File: src/rtl/way_select_mux.sv
// Way select multiplexer: picks one of WAYS packed words by binary index or one-hot
// hit vector, and queues the result in a 2-entry output FIFO.
module way_select_mux #(
   parameter int WAYS   = 8,
   parameter int WIDTH  = 1,
   parameter int ONEHOT = 0,
   localparam int SEL_W = (WAYS <= 2) ? 1 : $clog2(WAYS)
) (
   input  logic                    clk,
   input  logic                    rst_n,
   input  logic                    in_valid,
   output logic                    in_ready,
   input  logic [SEL_W-1:0]        sel,
   input  logic [WAYS-1:0]         hit,
   input  logic [WAYS*WIDTH-1:0]   in_data,
   output logic                    out_valid,
   input  logic                    out_ready,
   output logic [WIDTH-1:0]        out_data,
   output logic [SEL_W-1:0]        out_way,
   output logic                    out_err,
   output logic                    out_multi
);

   localparam int ENT_W = WIDTH + SEL_W + 2;

   typedef enum logic [1:0] {EMPTY, ONE, FULL} state_t;

   state_t             state_reg, state_next;
   logic               in_ready_reg;
   logic [ENT_W-1:0]   head_reg, tail_reg, dec_entry;
   logic               load_head_dec, load_head_tail, load_tail;
   logic               accept, consume, valid_int;

   logic [WIDTH-1:0]   words [WAYS];
   logic [WIDTH-1:0]   dec_data;
   logic [SEL_W-1:0]   dec_way;
   logic               dec_err, dec_multi, hit_multi;

   for (genvar gi = 0; gi < WAYS; gi++) begin : g_words
      assign words[gi] = in_data[gi*WIDTH +: WIDTH];
   end

   // More than one bit set iff clearing the lowest set bit leaves something behind.
   assign hit_multi = |(hit & (hit - WAYS'(1)));

   always_comb begin
      dec_data  = '0;
      dec_way   = '0;
      dec_err   = 1'b1;
      dec_multi = 1'b0;
      if (ONEHOT == 0) begin
         dec_way = sel;
         for (int k = 0; k < WAYS; k++) begin
            if (sel == SEL_W'(k)) begin
               dec_data = words[k];
               dec_err  = 1'b0;
            end
         end
      end else begin
         // Walk downward so the lowest set index is the last one written.
         for (int k = WAYS - 1; k >= 0; k--) begin
            if (hit[k]) begin
               dec_data = words[k];
               dec_way  = SEL_W'(k);
            end
         end
         dec_err   = ~(|hit) | hit_multi;
         dec_multi = hit_multi;
      end
   end

   assign dec_entry = {dec_data, dec_way, dec_err, dec_multi};
   assign valid_int = (state_reg != EMPTY);
   assign accept    = in_valid & in_ready_reg;
   assign consume   = valid_int & out_ready;

   always_comb begin
      state_next     = state_reg;
      load_head_dec  = 1'b0;
      load_head_tail = 1'b0;
      load_tail      = 1'b0;
      case (state_reg)
         EMPTY: begin
            if (accept) begin
               state_next    = ONE;
               load_head_dec = 1'b1;
            end
         end
         ONE: begin
            if (accept && consume) begin
               load_head_dec = 1'b1;
            end else if (accept) begin
               state_next = FULL;
               load_tail  = 1'b1;
            end else if (consume) begin
               state_next = EMPTY;
            end
         end
         FULL: begin
            if (consume) begin
               state_next     = ONE;
               load_head_tail = 1'b1;
            end
         end
         default: state_next = EMPTY;
      endcase
   end

   always_ff @(posedge clk) begin
      if (!rst_n) begin
         state_reg    <= EMPTY;
         in_ready_reg <= 1'b1;
      end else begin
         state_reg    <= state_next;
         in_ready_reg <= (state_next != FULL);
      end
   end

   // Entry storage needs no reset: the state register masks stale contents.
   always_ff @(posedge clk) begin
      if (load_head_dec) begin
         head_reg <= dec_entry;
      end else if (load_head_tail) begin
         head_reg <= tail_reg;
      end
      if (load_tail) begin
         tail_reg <= dec_entry;
      end
   end

   assign in_ready  = in_ready_reg;
   assign out_valid = valid_int;
   assign {out_data, out_way, out_err, out_multi} = head_reg & {ENT_W{valid_int}};

endmodule

File: config.mk
export PLATFORM = sky130hd
export DESIGN_NAME = way_select_mux
export DESIGN_NICKNAME = d
export VERILOG_FILES = /design/src/rtl/way_select_mux.sv
export SDC_FILE = /design/constraint.sdc
export NUM_CORES = 1
export LEC_CHECK = 0
export CELL_PAD_IN_SITES_DETAIL_PLACEMENT = 0
export CELL_PAD_IN_SITES_GLOBAL_PLACEMENT = 2
export CORE_MARGIN = 3
export CORE_UTILIZATION = 38
export CTS_CLUSTER_SIZE = 28
export DETAILED_ROUTE_END_ITERATION = 6
export DONT_BUFFER_PORTS = 1
export PLACE_DENSITY = 0.85
export SYNTH_ARGS = -nofsm -noshare
export SYNTH_HDL_FRONTEND = slang
export SYNTH_SLANG_ARGS = --single-unit
File: constraint.sdc
create_clock -name clk -period 2.1 [get_ports clk]
set_input_delay 0.315 -clock clk [delete_from_list [all_inputs] [get_ports clk]]
set_output_delay 0.315 -clock clk [all_outputs]
set_load 0.01 [all_outputs]
==> impl_metrics.json <==
{
  "critPathSlowestCell": "dfxtp_1",
  "fp.dieH_um": 47.0,
  "layout_commonest_cell": "edfxtp_1",
  "port_buffers": 0,
  "worst_clock_skew_ns": 0.00587,
  "synth.area.top_cells": "edfxtp_1 (47%), dfxtp_1 (9.4%), mux2i_1 (7.8%)",
  "final_cell_mix": "edfxtp_1 (10), nor2b_1 (8), mux2i_1 (5)",
  "htree_levels": 1,
  "grt_pass1_wl_um": 1360,
  "crit_arrival_ns": 1.14,
  "dr.max_layer_used": "met3",
  "grt_pass1_vias": 295,
  "wl_met3_um": 64,
  "slew_viol_final": 0,
  "setup_viol": 0,
  "synth-seq-area-share_pct": 56.4,
  "vdd_drop_max_uv": 318,
  "antenna_found_initial": 0,
  "power_density_mw_per_mm2": 761,
  "switching_share_pct": 23.0,
  "core_area_mm2": 0.00154,
  "power_switching_uw": 117,
  "ys_types": 21,
  "synth_top_cell_area_share_pct": 47.0,
  "met1_length_um": 424,
  "setup_slack_ns": 0.642,
  "critPathMaxFanout": 6,
  "sequentialPowerShare_pct": 58.7,
  "routed-via-count": 347,
  "clk_pin_slew_ns": 0.08,
  "drc": 0,
  "nets": 75,
  "cp-start-kind": "flip-flop",
  "dp_slack_ns": 0.648,
  "rows": 14,
  "crit_type": "reg -> out",
  "first_pass_iters": 3,
  "clock.fmax_ghz": 0.686,
  "die-area_mm2": 0.00221,
  "syn-instance-count": 48,
  "synth.avg_cell_area_um2": 13.3,
  "clkLatencyLatePin_ns": 0.27,
  "fill_cells": 154,
  "yosysWarningCount": 0,
  "synth_area_um2": 639,
  "max_cap_viol_count": 0,
  "status": "finished clean",
  "detail_route.vias_per_cell": 5.18,
  "floorplan.die.width_um": 47.0,
  "layout_min_cycle_time_ns": 1.46,
  "wl_met2_um": 391,
  "p_leak_uw": 0.000266,
  "antenna_cells": 0,
  "initial_utilization_pct": 41.5,
  "synth_flop_cell": "edfxtp_1",
  "antenna_left": 0,
  "worstPathRequired_ns": 1.78,
  "clkPwrFrac_pct": 29.3,
  "ios": 31,
  "async_reset_ff_share_pct": 0,
  "cts_root_buf": "clkbuf_4",
  "combPwrFrac_pct": 12.0,
  "area_delta_synth_final_pct": 5.09,
  "gp_routability_congestion": 0.672,
  "numCtsBuffers": 3,
  "track_usage_pct": 9.08,
  "wl_per_cell_um": 13.1,
  "routed_wl_um": 880,
  "hold_viol": 0,
  "ctsHoldBuffers": 0,
  "fin_crit_sh_pct": 69.4,
  "rsz0062_at_grt": "no",
  "cts_buffer_depth": 2,
  "setup_tns_ns": 0,
  "intPower_uw": 394,
  "end_kind": "output pin",
  "cp_num_buf_inv": 0,
  "grt_max_degree": 9,
  "hp-class": "in -> reg",
  "drive_gt1_share_pct": 19.6,
  "cts_num_sinks": 13,
  "crit_chain": "nor2_1 -> nor2b_1",
  "critPathMaxStageDelay_ns": 0.38,
  "grt_overflow": 0,
  "cts_setup_buffers": 0,
  "yosys.area.top_type": "edfxtp_1",
  "ys_ff_latch": 13,
  "synth_edf_count": 10,
  "crit_family": "simple AND/OR/NAND/NOR gates",
  "cts_tree": "built",
  "drtIter0Drc": 3,
  "cts_resized": 0
}
==> power groups by stage <==
stage	clock [uW]	combinational [uW]	sequential, uW
finish	150	61.5	300
global placement	0	62.7	306
floorplan	0	59.4	305
CTS	158	63.2	300
detailed placement	0	62.8	306
global route	170	70.1	301
==> worst register-to-register path: cells and delay by family (launching register included) <==
family           cells  cell delay, ns
AND/OR/NAND/NOR      2            0.48
flip-flops           1            0.34
multiplexers         1            0.38
==> metrics by stage <==
stage	hold WS (ns)	instances	util [%]	power, uW	area [um2]
global route	0.108	67	43.6	541	672
detailed placement	0.414	63	41.8	369	644
global placement	0.414	63	41.8	369	644
floorplan	0.414	49	-	364	643
CTS	0.121	67	43.6	521	672
finish	0.133	67	43.6	511	672
==> cell usage after synthesis (all sizes together), types with 2 or more instances <==
cell type  number
edfxtp         10
inv             3
dfxtp           3
and2            2
a21oi           2
nor2b           8
mux2            4
mux2i           5
buf             2
==> logic make-up after synthesis <==
| group | after synthesis | synth area share (%) |
|---|---|---|
| buffers and inverters | 5 | 4.70 |
| flip-flops | 13 | 56.4 |
| AO/OA/AOI/OAI | 4 | 3.72 |
| multiplexers | 10 | 18.4 |
| AND/OR/NAND/NOR | 15 | 16.2 |
| other | 1 | 0.587 |
==> final timing paths <==
kind,slack (ns),end,cells past startpoint,start
worst min register to register,0.53,head_reg[5]$_DFFE_PP_,1,tail_reg[5]$_DFFE_PP_
worst max register to register,0.66,head_reg[3]$_DFFE_PP_,3,state_reg[0]$_SDFF_PN0_
worst min-delay path,0.13,tail_reg[2]$_DFFE_PP_,0,sel[0]
worst max-delay path,0.64,out_way[0],2,state_reg[1]$_SDFF_PN0_
==> per-layer routing <==
metal / vias up / track usage (%)
met1: 154 / 12.5
li1: 175 / -
met5: - / 0
met2: 18 / 11.9
met3: 0 / 3.83
met4: 0 / 4.97
==> layout make-up <==
type | count | area, um2 | area share [%]
Clock buffer | 3 | 22.5 | 3.35
Tap cell | 16 | 20.0 | 2.98
Multi-Input combinational cell | 31 | 253 | 37.6
Sequential cell | 13 | 360 | 53.6
Clock inverter | 1 | 5.00 | 0.745
Inverter | 3 | 11.3 | 1.68
Power figures use the tool's default switching activity.
